==> config.mk <==
export PLATFORM = sky130hd
export DESIGN_NAME = keypad_scan_flat
export DESIGN_NICKNAME = d
export VERILOG_FILES = /design/src/rtl/keypad_pkg.sv /design/src/rtl/keypad_scan_if.sv /design/src/rtl/keypad_debounce.sv /design/src/rtl/keypad_scan.sv /design/src/flat_wrapper.sv
export SDC_FILE = /design/constraint.sdc
export NUM_CORES = 1
export LEC_CHECK = 0
export BUFFER_PORTS_ARGS = -buffer_cell sky130_fd_sc_hd__buf_2
export CAP_MARGIN = 20
export CORE_AREA = 2 2 110 112
export DETAILED_ROUTE_END_ITERATION = 8
export DIE_AREA = 0 0 112 114
export PLACE_DENSITY_LB_ADDON = 0.1
export SYNTH_ARGS = -nofsm -noshare
export SYNTH_HDL_FRONTEND = slang
export SYNTH_SLANG_ARGS = --single-unit
==> constraint.sdc <==
create_clock -name clk -period 11.3 [get_ports clk]
set_input_delay 0.565 -clock clk [delete_from_list [all_inputs] [get_ports clk]]
set_output_delay 0.565 -clock clk [all_outputs]
set_load 0.01 [all_outputs]
==> src/rtl/keypad_pkg.sv <==
// Shared types for the keypad scanner: matrix size, debounce states and
// per-scan decode result, plus the snapshot decoder used at end of scan.
package keypad_pkg;
  localparam int NUM_ROWS = 4;
  localparam int NUM_COLS = 4;
  localparam int CODE_W   = 4;

  typedef enum logic {IDLE, HELD} deb_state_t;
  typedef enum logic [1:0] {NONE, ONE, MULTI} decode_t;

  typedef struct packed {
    decode_t             kind;
    logic [CODE_W-1:0]   code;
  } scan_result_t;

  // Snapshot bit index is row*NUM_COLS + col, which is exactly the key code.
  function automatic scan_result_t decode_scan(input logic [NUM_ROWS*NUM_COLS-1:0] snap);
    scan_result_t res;
    int unsigned  hits;
    hits     = 0;
    res.code = '0;
    for (int i = 0; i < NUM_ROWS*NUM_COLS; i++) begin
      if (snap[i]) begin
        hits++;
        res.code = CODE_W'(i);
      end
    end
    if (hits == 0)
      res.kind = NONE;
    else if (hits == 1)
      res.kind = ONE;
    else
      res.kind = MULTI;
    return res;
  endfunction
endpackage

==> src/rtl/keypad_scan_if.sv <==
// Peripheral-bus side of the keypad scanner: key events, digit history, clear.
interface keypad_scan_if;
  import keypad_pkg::*;

  logic              key_valid;
  logic [CODE_W-1:0] key_code;
  logic              key_held;
  logic [15:0]       digits;
  logic              clear;

  modport master (output key_valid, key_code, key_held, digits, input clear);
  modport slave  (input key_valid, key_code, key_held, digits, output clear);
endinterface

==> src/rtl/keypad_debounce.sv <==
// Press/release debounce FSM, evaluated once per full keypad scan.
module keypad_debounce
  import keypad_pkg::*;
#(
  parameter int DEBOUNCE_SCANS = 4
) (
  input  logic              clk,
  input  logic              reset,
  input  logic              scan_done,
  input  decode_t           result,
  input  logic [CODE_W-1:0] code,
  output logic              accept,
  output logic              key_held
);
  localparam logic [3:0] K_TARGET = 4'(DEBOUNCE_SCANS);

  deb_state_t        state_reg;
  logic [3:0]        k_reg;
  logic [CODE_W-1:0] cand_reg;
  logic [3:0]        k_idle_next;

  // A ONE scan extends the run only if it repeats the current candidate.
  always_comb begin
    accept      = 1'b0;
    k_idle_next = 4'd1;
    if (state_reg == IDLE && result == ONE) begin
      k_idle_next = (code == cand_reg) ? k_reg + 4'd1 : 4'd1;
      accept      = scan_done && (k_idle_next == K_TARGET);
    end
  end

  always_ff @(posedge clk) begin
    if (reset) begin
      state_reg <= IDLE;
      k_reg     <= 4'd0;
      cand_reg  <= '0;
      key_held  <= 1'b0;
    end else if (scan_done) begin
      case (state_reg)
        IDLE: begin
          if (result == ONE) begin
            cand_reg <= code;
            if (accept) begin
              state_reg <= HELD;
              k_reg     <= 4'd0;
              key_held  <= 1'b1;
            end else begin
              k_reg <= k_idle_next;
            end
          end else begin
            k_reg <= 4'd0;
          end
        end
        HELD: begin
          if (result == NONE) begin
            if (k_reg + 4'd1 == K_TARGET) begin
              state_reg <= IDLE;
              k_reg     <= 4'd0;
              key_held  <= 1'b0;
            end else begin
              k_reg <= k_reg + 4'd1;
            end
          end else begin
            k_reg <= 4'd0;
          end
        end
        default: state_reg <= IDLE;
      endcase
    end
  end
endmodule

==> src/rtl/keypad_scan.sv <==
// 4x4 active-low keypad scanner: column drive, row synchronizer, snapshot
// decode, debounced key events and a four-digit history for the display.
module keypad_scan
  import keypad_pkg::*;
#(
  parameter int SCAN_INTERVAL  = 40000000/1000 - 1,
  parameter int DEBOUNCE_SCANS = 4
) (
  input  logic                clk,
  input  logic                reset,
  input  logic [NUM_ROWS-1:0] row_in,
  output logic [NUM_COLS-1:0] col_sel,
  keypad_scan_if.master       bus
);
  localparam int CNT_W = $clog2(SCAN_INTERVAL + 1);
  localparam int SNAP_W = NUM_ROWS * NUM_COLS;

  logic [CNT_W-1:0]    dwell_reg;
  logic [1:0]          col_reg;
  logic [NUM_COLS-1:0] col_sel_reg;
  logic [NUM_ROWS-1:0] sync1_reg, sync2_reg;
  logic [SNAP_W-1:0]   snap_reg, snap_next;
  logic                sample, scan_done;
  scan_result_t        decoded;
  logic                accept, key_held;
  logic                key_valid_reg;
  logic [CODE_W-1:0]   key_code_reg;
  logic [15:0]         digits_reg;

  assign sample    = (dwell_reg == CNT_W'(SCAN_INTERVAL));
  assign scan_done = sample && (col_reg == 2'd3);

  // Synchronizer stores rows inverted so that 1 means "key down".
  always_ff @(posedge clk) begin
    if (reset) begin
      dwell_reg   <= '0;
      col_reg     <= 2'd0;
      col_sel_reg <= 4'b1110;
      sync1_reg   <= '0;
      sync2_reg   <= '0;
      snap_reg    <= '0;
    end else begin
      sync1_reg <= ~row_in;
      sync2_reg <= sync1_reg;
      snap_reg  <= snap_next;
      if (sample) begin
        dwell_reg   <= '0;
        col_reg     <= col_reg + 2'd1;
        col_sel_reg <= ~(4'b0001 << (col_reg + 2'd1));
      end else begin
        dwell_reg <= dwell_reg + 1'b1;
      end
    end
  end

  // Column 3's rows are folded in combinationally so the decode sees the whole scan.
  for (genvar gi = 0; gi < NUM_ROWS; gi++) begin : g_row
    for (genvar gc = 0; gc < NUM_COLS; gc++) begin : g_col
      assign snap_next[gi*NUM_COLS + gc] =
        (sample && col_reg == 2'(gc)) ? sync2_reg[gi] : snap_reg[gi*NUM_COLS + gc];
    end
  end

  assign decoded = decode_scan(snap_next);

  keypad_debounce #(
    .DEBOUNCE_SCANS(DEBOUNCE_SCANS)
  ) u_debounce (
    .clk      (clk),
    .reset    (reset),
    .scan_done(scan_done),
    .result   (decoded.kind),
    .code     (decoded.code),
    .accept   (accept),
    .key_held (key_held)
  );

  always_ff @(posedge clk) begin
    if (reset) begin
      key_valid_reg <= 1'b0;
      key_code_reg  <= '0;
      digits_reg    <= '0;
    end else begin
      key_valid_reg <= accept;
      if (accept)
        key_code_reg <= decoded.code;
      if (bus.clear)
        digits_reg <= '0;
      else if (accept)
        digits_reg <= {digits_reg[11:0], decoded.code};
    end
  end

  assign col_sel       = col_sel_reg;
  assign bus.key_valid = key_valid_reg;
  assign bus.key_code  = key_code_reg;
  assign bus.key_held  = key_held;
  assign bus.digits    = digits_reg;
endmodule

==> src/flat_wrapper.sv <==
// flat-port wrapper written by rule: the top's interface ports become plain ports
module keypad_scan_flat import keypad_pkg::*;
#(
  parameter int SCAN_INTERVAL  = 40000000/1000 - 1,
  parameter int DEBOUNCE_SCANS = 4
)
  (clk, reset, row_in, col_sel, bus_key_valid, bus_key_code, bus_key_held, bus_digits, bus_clear);
  keypad_scan_if bus_i ();
  input  logic clk;
  input  logic reset;
  input  logic [NUM_ROWS-1:0] row_in;
  output logic [NUM_COLS-1:0] col_sel;
  output wire logic [$bits(bus_i.key_valid)-1:0] bus_key_valid;
  output wire logic [$bits(bus_i.key_code)-1:0] bus_key_code;
  output wire logic [$bits(bus_i.key_held)-1:0] bus_key_held;
  output wire logic [$bits(bus_i.digits)-1:0] bus_digits;
  input wire logic [$bits(bus_i.clear)-1:0] bus_clear;
  assign bus_key_valid = bus_i.key_valid;
  assign bus_key_code = bus_i.key_code;
  assign bus_key_held = bus_i.key_held;
  assign bus_digits = bus_i.digits;
  assign bus_i.clear = bus_clear;
  keypad_scan #(.SCAN_INTERVAL(SCAN_INTERVAL), .DEBOUNCE_SCANS(DEBOUNCE_SCANS)) u_core (.clk(clk), .reset(reset), .row_in(row_in), .col_sel(col_sel), .bus(bus_i));
endmodule
# ---- Word-level counts from Yosys, hierarchy flattened
# Index checks and enable logic that the tools add are counted.
dict set report word_totals {
  ff_bits 77
  inputBits 7
  output_inout_bits 26
  wordCells 128
}
dict set report op_classes {
  n_addsub 18
  eq_ne 13
  shifts 1
  muxes 67
  n_bitwise 3
  reduce_logical 13
}
# op n
set ops {}
lappend ops {{two-way mux 32 bit} 15}
lappend ops {{adder 32 x 1 -> 32 bit (second input constant)} 14}
lappend ops {{two-way mux 4 bit} 14}
lappend ops {{== test 32 x 1 -> 1 bit (second input constant)} 1}
lappend ops {{zero test 32 bit} 1}
lappend ops {{two-way mux 1 bit} 27}
lappend ops {{adder 16 x 1 -> 16 bit (second input constant)} 1}
lappend ops {{== test 16 bit (second input constant)} 1}
lappend ops {{two-way mux 3 bit} 4}
lappend ops {{== test 4 x 3 -> 1 bit (second input constant)} 2}
lappend ops {{two-way mux 2 bit} 4}
lappend ops {{inequality test 2 x 1 -> 1 bit (second input constant)} 4}
lappend ops {{inverter 4 bit} 2}
lappend ops {{one-hot mux 4 bit (2 select lines)} 1}
lappend ops {{logical AND 1 bit} 6}
lappend ops {{AND reduction 5 bit} 1}
lappend ops {{adder 4 x 1 -> 4 bit (second input constant)} 1}
lappend ops {{== test 2 x 1 -> 1 bit (second input constant)} 2}
lappend ops {{== test 2 bit (second input constant)} 2}
lappend ops {{== test 4 bit} 1}
lappend ops {{zero test 2 bit} 2}
lappend ops {{one-hot mux 1 bit (2 select lines)} 2}
lappend ops {{OR reduction 2 bit} 2}
lappend ops {{left shift 1 x 2 -> 4 bit (first input constant)} 1}
lappend ops {{4 further kinds} 4}

# ---- Logic depth before layout (Yosys ltp)
# Gate-level depths: netlist of the first run.
dict set report logic_depth {
  ltp_word 43
  ltp_mapped 63
}

# ---- Modules after synthesis
# A second synthesis of the first run with hierarchy kept.
dict set report unflattened {
  hier_cells 661
  hier_area_um2 5591.6
}
# mod n_inst cells_each area_per_inst_um2 seq_area_each_um2
set modules_own_cells {}
lappend modules_own_cells {keypad_scan 1 587 4932.2 1341.3}
lappend modules_own_cells {keypad_debounce 1 74 659.4 200.2}

# ---- Worst setup path before layout of the first run
# Ideal clock, no wire load.
dict set report synth_timing {
  kind {reg2reg}
  from {register u_core.col_reg[0]}
  to {register u_core.u_debounce.k_reg[2]}
  setup_time_ns 0.092
  t_arrival_ns 11.259
  t_required_ns 11.208
  setup_slack_ns -0.051
  path_stages_with_launch 63
  path_buffers 4
  path_cell_list {dfxtp_1 > inv_1 > ha_1 > nor4bb_1 > nand4_1 > buf_2 > mux2i_1 > ha_1 > buf_1 > xnor2_1 > ha_1 > nor2_1 > a31oi_1 > ha_1 > mux2i_1 > inv_1 > ha_1 > nand2_1 > (+27 left out) > ha_1 > nand2_1 > o21ai_0 > ha_1 > nand2_1 > nand2_1 > ha_1 > buf_1 > xnor2_1 > nand2_1 > o32ai_1 > nor4_1 > o31ai_1 > and3_1 > a21oi_1 > buf_2 > or4_1 > o32ai_1}
}
dict set report synth_via {
  elab_chain_len 43
}
# element line_no
set synth_lines {}
lappend synth_lines {{start: declaration} keypad_scan.sv:19} ;# logic [1:0] col_reg;
lappend synth_lines {{start signal: assignment} keypad_scan.sv:48} ;# col_reg <= col_reg + 2'd1;
lappend synth_lines {{zero test 2 bit} keypad_scan.sv:60} ;# (sample && col_reg == 2'(gc)) ? sync2_reg[gi] : snap_reg[gi*NUM_COLS + gc];
lappend synth_lines {{logical AND 1 bit} keypad_scan.sv:60}
lappend synth_lines {{two-way mux 1 bit} keypad_scan.sv:60}
lappend synth_lines {{two-way mux 1 bit} keypad_pkg.sv:23} ;# if (snap[i]) begin
lappend synth_lines {{adder 1 x 1 -> 2 bit} keypad_pkg.sv:24} ;# hits++;
lappend synth_lines {{two-way mux 32 bit} keypad_pkg.sv:23}
lappend synth_lines {{adder 32 x 1 -> 32 bit} keypad_pkg.sv:24}
lappend synth_lines {{two-way mux 32 bit} keypad_pkg.sv:23}
lappend synth_lines {{(+27 left out)} -}
lappend synth_lines {{two-way mux 2 bit} keypad_pkg.sv:30} ;# else if (hits == 1)
lappend synth_lines {{two-way mux 2 bit} keypad_pkg.sv:28} ;# if (hits == 0)
lappend synth_lines {{== test 2 x 1 -> 1 bit} {keypad_debounce.sv:26, keypad_debounce.sv:41}}
lappend synth_lines {{logical AND 1 bit} keypad_debounce.sv:26} ;# if (state_reg == IDLE && result == ONE) begin
lappend synth_lines {{two-way mux 4 bit / two-way mux 1 bit (equally long branches)} keypad_debounce.sv:26}
lappend synth_lines {{two-way mux 4 bit} keypad_debounce.sv:43} ;# if (accept) begin
lappend synth_lines {{two-way mux 4 bit} keypad_debounce.sv:41} ;# if (result == ONE) begin
lappend synth_lines {{one-hot mux 4 bit (2 select lines)} keypad_debounce.sv:39} ;# case (state_reg)
lappend synth_lines {{end signal: assignment} keypad_debounce.sv:48} ;# k_reg <= k_idle_next;
lappend synth_lines {{end signal: assignment} keypad_debounce.sv:61} ;# k_reg <= k_reg + 4'd1;
lappend synth_lines {{end: declaration} keypad_debounce.sv:18} ;# logic [3:0] k_reg;
# Parallel ways exist; a longest one is shown, timed or not.
# A chain may end at the register's enable or synchronous reset.

# ---- Worst setup path after layout of the first run
dict set report layout_timing {
  from {register u_core.dwell_reg[5]}
  to {register u_core.u_debounce.k_reg[2]}
}
dict set report layout_via {
  elab_chain_len 43
}
# element line_no
set layout_lines {}
lappend layout_lines {{start: declaration} keypad_scan.sv:18} ;# logic [CNT_W-1:0] dwell_reg;
lappend layout_lines {{start signal: assignment} keypad_scan.sv:51} ;# dwell_reg <= dwell_reg + 1'b1;
lappend layout_lines {{== test 16 bit *} keypad_scan.sv:30} ;# assign sample = (dwell_reg == CNT_W'(SCAN_INTERVAL));
lappend layout_lines {{logical AND 1 bit} keypad_scan.sv:60}
lappend layout_lines {{two-way mux 1 bit} keypad_scan.sv:60}
lappend layout_lines {{two-way mux 1 bit} keypad_pkg.sv:23}
lappend layout_lines {{adder 1 x 1 -> 2 bit} keypad_pkg.sv:24}
lappend layout_lines {{two-way mux 32 bit} keypad_pkg.sv:23}
lappend layout_lines {{adder 32 x 1 -> 32 bit} keypad_pkg.sv:24}
lappend layout_lines {{two-way mux 32 bit} keypad_pkg.sv:23}
lappend layout_lines {{(+27 left out)} -}
lappend layout_lines {{two-way mux 2 bit} keypad_pkg.sv:30}
lappend layout_lines {{two-way mux 2 bit} keypad_pkg.sv:28}
lappend layout_lines {{== test 2 x 1 -> 1 bit} {keypad_debounce.sv:26, keypad_debounce.sv:41}}
lappend layout_lines {{logical AND 1 bit} keypad_debounce.sv:26}
lappend layout_lines {{two-way mux 4 bit / two-way mux 1 bit (equally long branches)} keypad_debounce.sv:26}
lappend layout_lines {{two-way mux 4 bit} keypad_debounce.sv:43}
lappend layout_lines {{two-way mux 4 bit} keypad_debounce.sv:41}
lappend layout_lines {{one-hot mux 4 bit (2 select lines)} keypad_debounce.sv:39}
# Mark *: on every way between the ends. The rest lies on a longest branch, timed or not.

==> results.json, run 1 <==
{
  "area_growth_pct": 18.2,
  "cts_buffer_depth": 2,
  "yosys.cell_types.count": 90,
  "cts.clk_slew.worst_paths_ns": 0.06,
  "die_height_um": 114,
  "final_util": 0.646,
  "worstHoldPathType": "input port to flip-flop",
  "mostFrequentLayoutCell": "nand2_1",
  "synthArstFlopShare": 0,
  "vias": 6047,
  "path_class": "flip-flop to flip-flop",
  "holdWs_ns": 0.377,
  "finalWirelength_um": 16600,
  "slowest_stage": "or4_4",
  "drtIter0Drc": 488,
  "grt_max_degree": 43,
  "crit_path_max_incr_delay_ns": 0.57,
  "crit_top_cell": "ha_1",
  "critical_path.max_fanout": 8,
  "slew_violations": 0,
  "grt_pass1_wl_um": 26200,
  "ctsHoldBuffers": 0,
  "dp_hpwl_um": 11800,
  "synth-edff-count": 0,
  "finClkSkew_ns": 0.00637,
  "critPathRequiredTime_ns": 11.55,
  "max_cap_viol_count": 0,
  "initial_core_util": 0.547,
  "leakage_nw": 2.99,
  "drt-wirelength-per-cell_um": 16.7,
  "synth_ff_type": "dfxtp_1",
  "final_cell_mix": "nand2_1, nor2_1, dfxtp_1",
  "regToRegSetupSlack_ns": 0.30,
  "power_uw": 583,
  "p_per_area_nw_per_um2": 77.0,
  "finalCritPeriodShare": 0.973,
  "cts_tree": "built",
  "viasPerCell": 6.08,
  "io_pins": 33,
  "antenna_cells": 0,
  "clock_latency_ns": 0.34,
  "period_minus_slack_ns": 11.00,
  "irDropWorstVdd_uv": 116,
  "rows": 40,
  "gp_congestion": 0.890,
  "startpoint_type": "flip-flop",
  "synth_cells": 794,
  "dp_cells": 962,
  "groute.usage.overall": 0.246,
  "syn-num-nets": 824,
  "numPortBuffers": 32,
  "antenna_found_initial": 0,
  "htree_levels": 3,
  "yosysSeqAreaShare": 0.241,
  "netlist_area_sq_um": 6410,
  "setup_viol": 0,
  "grt_pass1_vias": 5526,
  "layout-drive-gt1-share": 0.230,
  "grt-ovfl-total": 0,
  "fmax_ghz": 0.0909,
  "final-hold-violation-count": 0,
  "status": "completed",
  "worst_ep_arrival_time_ns": 11.25,
  "firstDrtPassIters": 7,
  "clock-sinks": 77,
  "die_width_um": 112,
  "root_buffer": "clkbuf_16",
  "drc": 0,
  "final_cells": 994,
  "fin_nets": 872,
  "core-area_sq_um": 11700,
  "cp-end-kind": "flip-flop",
  "tightest_slew_ns": 1.10,
  "drtAntennaViolNets": 0,
  "relSlewSlack": 0.266,
  "ys_seq_elements": 77,
  "numCtsBuffers": 9,
  "design.die.area_sq_um": 12800,
  "synth_warnings": 0,
  "syn_avg_cell_area_sq_um": 8.07
}
## per-layer routing
metal  share of wire  vias to the layer above  GRT usage  routed length (um)
li1                -                     2992          -                   -
met1            0.47                     2883      0.339                7780
met2            0.47                      147      0.402                7820
met3           0.038                       25     0.0324                 635
met4           0.021                        0     0.0772                 347
met5               0                        -          0                   0
## power by group
part	internal [mW]	total [mW]	switching, mW
sequential	0.274	0.277	0.00303
clock	0.179	0.296	0.117
combinational	0.00385	0.0107	0.00681
total	0.456	0.583	0.127
## critical path, delay by kind of cell, from the launching register on
kind | cells | cell delay (ns)
compound gates | 15 | 2.29
xor+xnor | 1 | 0.19
fa+ha+maj | 13 | 3.68
buf+inv | 5 | 0.46
flops | 1 | 0.43
mux | 3 | 0.75
simple gates | 20 | 3.09
## final cells by class
class                           count  area, sq um
Tap cell                          147          184
Sequential cell                    77         1560
Fill cell                        1015         4140
Timing Repair Buffer               70          462
Clock inverter                      6         68.8
Inverter                           13         51.3
Multi-Input combinational cell    671         5010
Clock buffer                       10          239
## timing repair
action | CTS | global route
pin swaps | 3 | 21
gates cloned | 0 | 0
setup buffers | 1 | 15
gates resized for setup | 15 | 61
endpoints found under the setup margin | 26 | 31
## path summary, 6_finish.rpt
check,cells past startpoint,start,end
hold / removal,2,row_in[0],u_core.sync1_reg[0]
setup / recovery,57,u_core.dwell_reg[5],u_core.u_debounce.k_reg[2]
setup reg to reg,57,u_core.dwell_reg[5],u_core.u_debounce.k_reg[2]
hold reg to reg,1,u_core.sync1_reg[2],u_core.sync2_reg[2]
## metrics by stage
stage	cell area, sq um	TNS, ns	setup slack (ns)
final	7570	0	0.302
after global placement	6780	0	0.109
after detailed placement	6780	-3.22	-0.223
after CTS	7170	0	0.00526
after floorplan	6410	0	0.0528
after global routing	7570	-1.30	-0.146
## Yosys cell counts (all sizes together), types with 6 or more instances
master	count	area share
o211ai	6	0.0070
nor4	17	0.026
xor2	19	0.027
a2111oi	8	0.014
a41oi	10	0.017
ha	23	0.045
dfxtp	77	0.24
nor2	84	0.049
mux2	16	0.028
buf	13	0.012
a21oi	25	0.021
a31oi	6	0.0059
clkbuf	20	0.012
nor4b	6	0.011
and3	15	0.015
o31ai	6	0.0078
or3	6	0.0059
nor2b	12	0.012
nand3	25	0.020
mux2i	43	0.068
nand2	138	0.081
inv	13	0.0076
and2	15	0.015
nor3	21	0.016
nand4	16	0.019
xnor2	41	0.077
o21ai	24	0.019
## logic make-up (layout without fill, tap and decap cells)
logic type                 after synthesis  in the layout  synth area share
DFF                                     77             77             0.241
muxes                                   59             59            0.0965
AOI/OAI and AO/OA                      135            135             0.159
adders and majority gates               23             23            0.0449
buffers and inverters                   46             99            0.0309
and+or+nand+nor                        393            393             0.320
xor gates and xnor gates                61             61             0.108
Power figures use the tool's default switching activity.
==> run 2, diff against run 1 <==
--- a/config.mk
+++ b/config.mk
@@ -7,9 +7,10 @@
 export LEC_CHECK = 0
 export BUFFER_PORTS_ARGS = -buffer_cell sky130_fd_sc_hd__buf_2
 export CAP_MARGIN = 20
-export CORE_AREA = 2 2 110 112
+export CORE_AREA = 2 2 109 111
+export CTS_BUF_LIST = sky130_fd_sc_hd__clkbuf_8
 export DETAILED_ROUTE_END_ITERATION = 8
-export DIE_AREA = 0 0 112 114
+export DIE_AREA = 0 0 111 113
 export PLACE_DENSITY_LB_ADDON = 0.1
 export SYNTH_ARGS = -nofsm -noshare
 export SYNTH_HDL_FRONTEND = slang
==> run 2 against run 1 <==
Net effect: total power is 15% lower; sequential power hardly changed; largest cell class unchanged; core utilization is 2.3 points higher; register-to-register slack better by 0.07 ns.
==> results.json, run 2 (synthesis results as in run 1) <==
{
  "final-hold-violation-count": 0,
  "core-area_sq_um": 11300,
  "cts_tree": "built",
  "placed_area_sq_um": 6750,
  "fin_nets": 878,
  "clock-sinks": 77,
  "gp_congestion": 0.882,
  "drtIter0Drc": 508,
  "worst_ep_arrival_time_ns": 11.19,
  "htree_levels": 3,
  "cp-end-kind": "flip-flop",
  "viasPerCell": 6.26,
  "drt-wirelength-per-cell_um": 17.0,
  "regToRegSetupSlack_ns": 0.38,
  "period_minus_slack_ns": 10.92,
  "max_cap_viol_count": 0,
  "numPortBuffers": 32,
  "postLayoutCellArea_sq_um": 7540,
  "grt_pass1_vias": 5834,
  "finalWirelength_um": 16900,
  "slew_violations": 0,
  "layout-drive-gt1-share": 0.244,
  "firstDrtPassIters": 5,
  "crit_start": "u_core.dwell_reg[0]",
  "crit_top_cell": "ha_1",
  "endpoint": "u_core.u_debounce.k_reg[3]",
  "dp_hpwl_um": 11900,
  "antenna_cells": 0,
  "critical_path.max_fanout": 5,
  "cts.clk_slew.worst_paths_ns": 0.08,
  "fin_ws_ns": 0.376,
  "worstHoldPathType": "input port to flip-flop",
  "final_util": 0.669,
  "slowest_stage": "or4_4",
  "mostFrequentLayoutCell": "nand2_1",
  "status": "completed",
  "startpoint_type": "flip-flop",
  "regArea_sq_um": 1560,
  "relSlewSlack": 0.322,
  "hold_depth": 2,
  "root_buffer": "clkbuf_8",
  "groute.usage.overall": 0.263,
  "finalCritPeriodShare": 0.967,
  "place_ws_ns": -0.433,
  "r2r-end": "u_core.u_debounce.k_reg[3]",
  "design.die.area_sq_um": 12500,
  "grt_max_degree": 43,
  "tightest_slew_ns": 1.01,
  "rows": 39,
  "area_growth_pct": 17.7,
  "antenna_found_initial": 0,
  "clock_latency_ns": 0.36,
  "vias": 6234,
  "drc": 0,
  "setup_viol": 0,
  "cts_buffer_depth": 2,
  "path_class": "flip-flop to flip-flop",
  "grt-ovfl-total": 0,
  "fmax_ghz": 0.0915,
  "crit_path_max_incr_delay_ns": 0.59,
  "leakage_nw": 2.96,
  "io_pins": 33,
  "initial_core_util": 0.568,
  "die_height_um": 113,
  "drtAntennaViolNets": 0,
  "critPathRequiredTime_ns": 11.57,
  "holdWs_ns": 0.358,
  "final_cell_mix": "nand2_1, nor2_1, dfxtp_1",
  "die_width_um": 111,
  "reg2reg_depth": 56,
  "multi_input_area_sq_um": 5060,
  "p_per_area_nw_per_um2": 65.8,
  "irDropWorstVdd_uv": 89.5,
  "grt_pass1_wl_um": 27800,
  "r2r_start": "u_core.dwell_reg[0]",
  "finClkSkew_ns": 0.0137,
  "n_fill_cell": 922,
  "numCtsBuffers": 9
}
[run 2: cell types whose count changed in the layout (fill, tap and decap cells not counted), sizes merged]
| cell | previous run | this run |
|---|---|---|
| buf | 70 | 76 |
| clkinv | 2 | 3 |
| inv | 15 | 14 |
[run 2: critical path: cells and delay by family (launching register included)]
family	cells	cell delay (ns)
adder cells (fa/ha/maj)	13	3.36
flip-flops	1	0.38
buffers and inverters	5	0.52
AND/OR/NAND/NOR	20	3.25
multiplexers	3	0.72
AO/OA/AOI/OAI	15	2.62
[run 2: final cells by class]
type,instances,area share
Sequential cell,77,0.206
Timing Repair Buffer,76,0.0650
Clock inverter,6,0.00813
Inverter,13,0.00713
Multi-Input combinational cell,671,0.671
Clock buffer,10,0.0183
Tap cell,143,0.0237
[run 2: through the flow]
stage          setup TNS [ns]  total power [mW]  cells
6_report                    0             0.496    996
5_1_grt                 -1.85             0.516    996
4_1_cts                     0             0.500    978
3_5_place_dp            -6.57             0.292    954
3_3_place_gp                0             0.292    954
2_1_floorplan               0             0.288    794
[run 2: timing repair]
action,4_1_cts,5_1_grt
hold buffers,0,0
pin swaps,9,26
setup endpoints to repair,30,31
setup buffers,8,18
gates resized for setup,30,52
[run 2: how the worst min path moves through the flow]
stage / from / end / slack (ns)
after floorplan: u_core.sync1_reg[0] / u_core.sync2_reg[0] / 0.41
after global placement: u_core.sync1_reg[3] / u_core.sync2_reg[3] / 0.42
after detailed placement: u_core.sync1_reg[0] / u_core.sync2_reg[0] / 0.43
after CTS: row_in[0] / u_core.sync1_reg[0] / 0.34
after global routing: row_in[0] / u_core.sync1_reg[0] / 0.35
final: row_in[0] / u_core.sync1_reg[0] / 0.36
[run 2: per-layer routing]
metal / GRT usage / vias up / wire, um
li1: - / 3007 / -
met1: 0.349 / 2955 / 7540
met2: 0.448 / 223 / 8050
met3: 0.0284 / 49 / 828
met4: 0.0933 / 0 / 492
met5: 0 / - / 0
[run 2: power by group]
| part | internal (mW) | total, mW | switching (mW) |
|---|---|---|---|
| logic | 0.00406 | 0.0112 | 0.00712 |
| registers | 0.273 | 0.276 | 0.00301 |
| clock network | 0.108 | 0.209 | 0.101 |
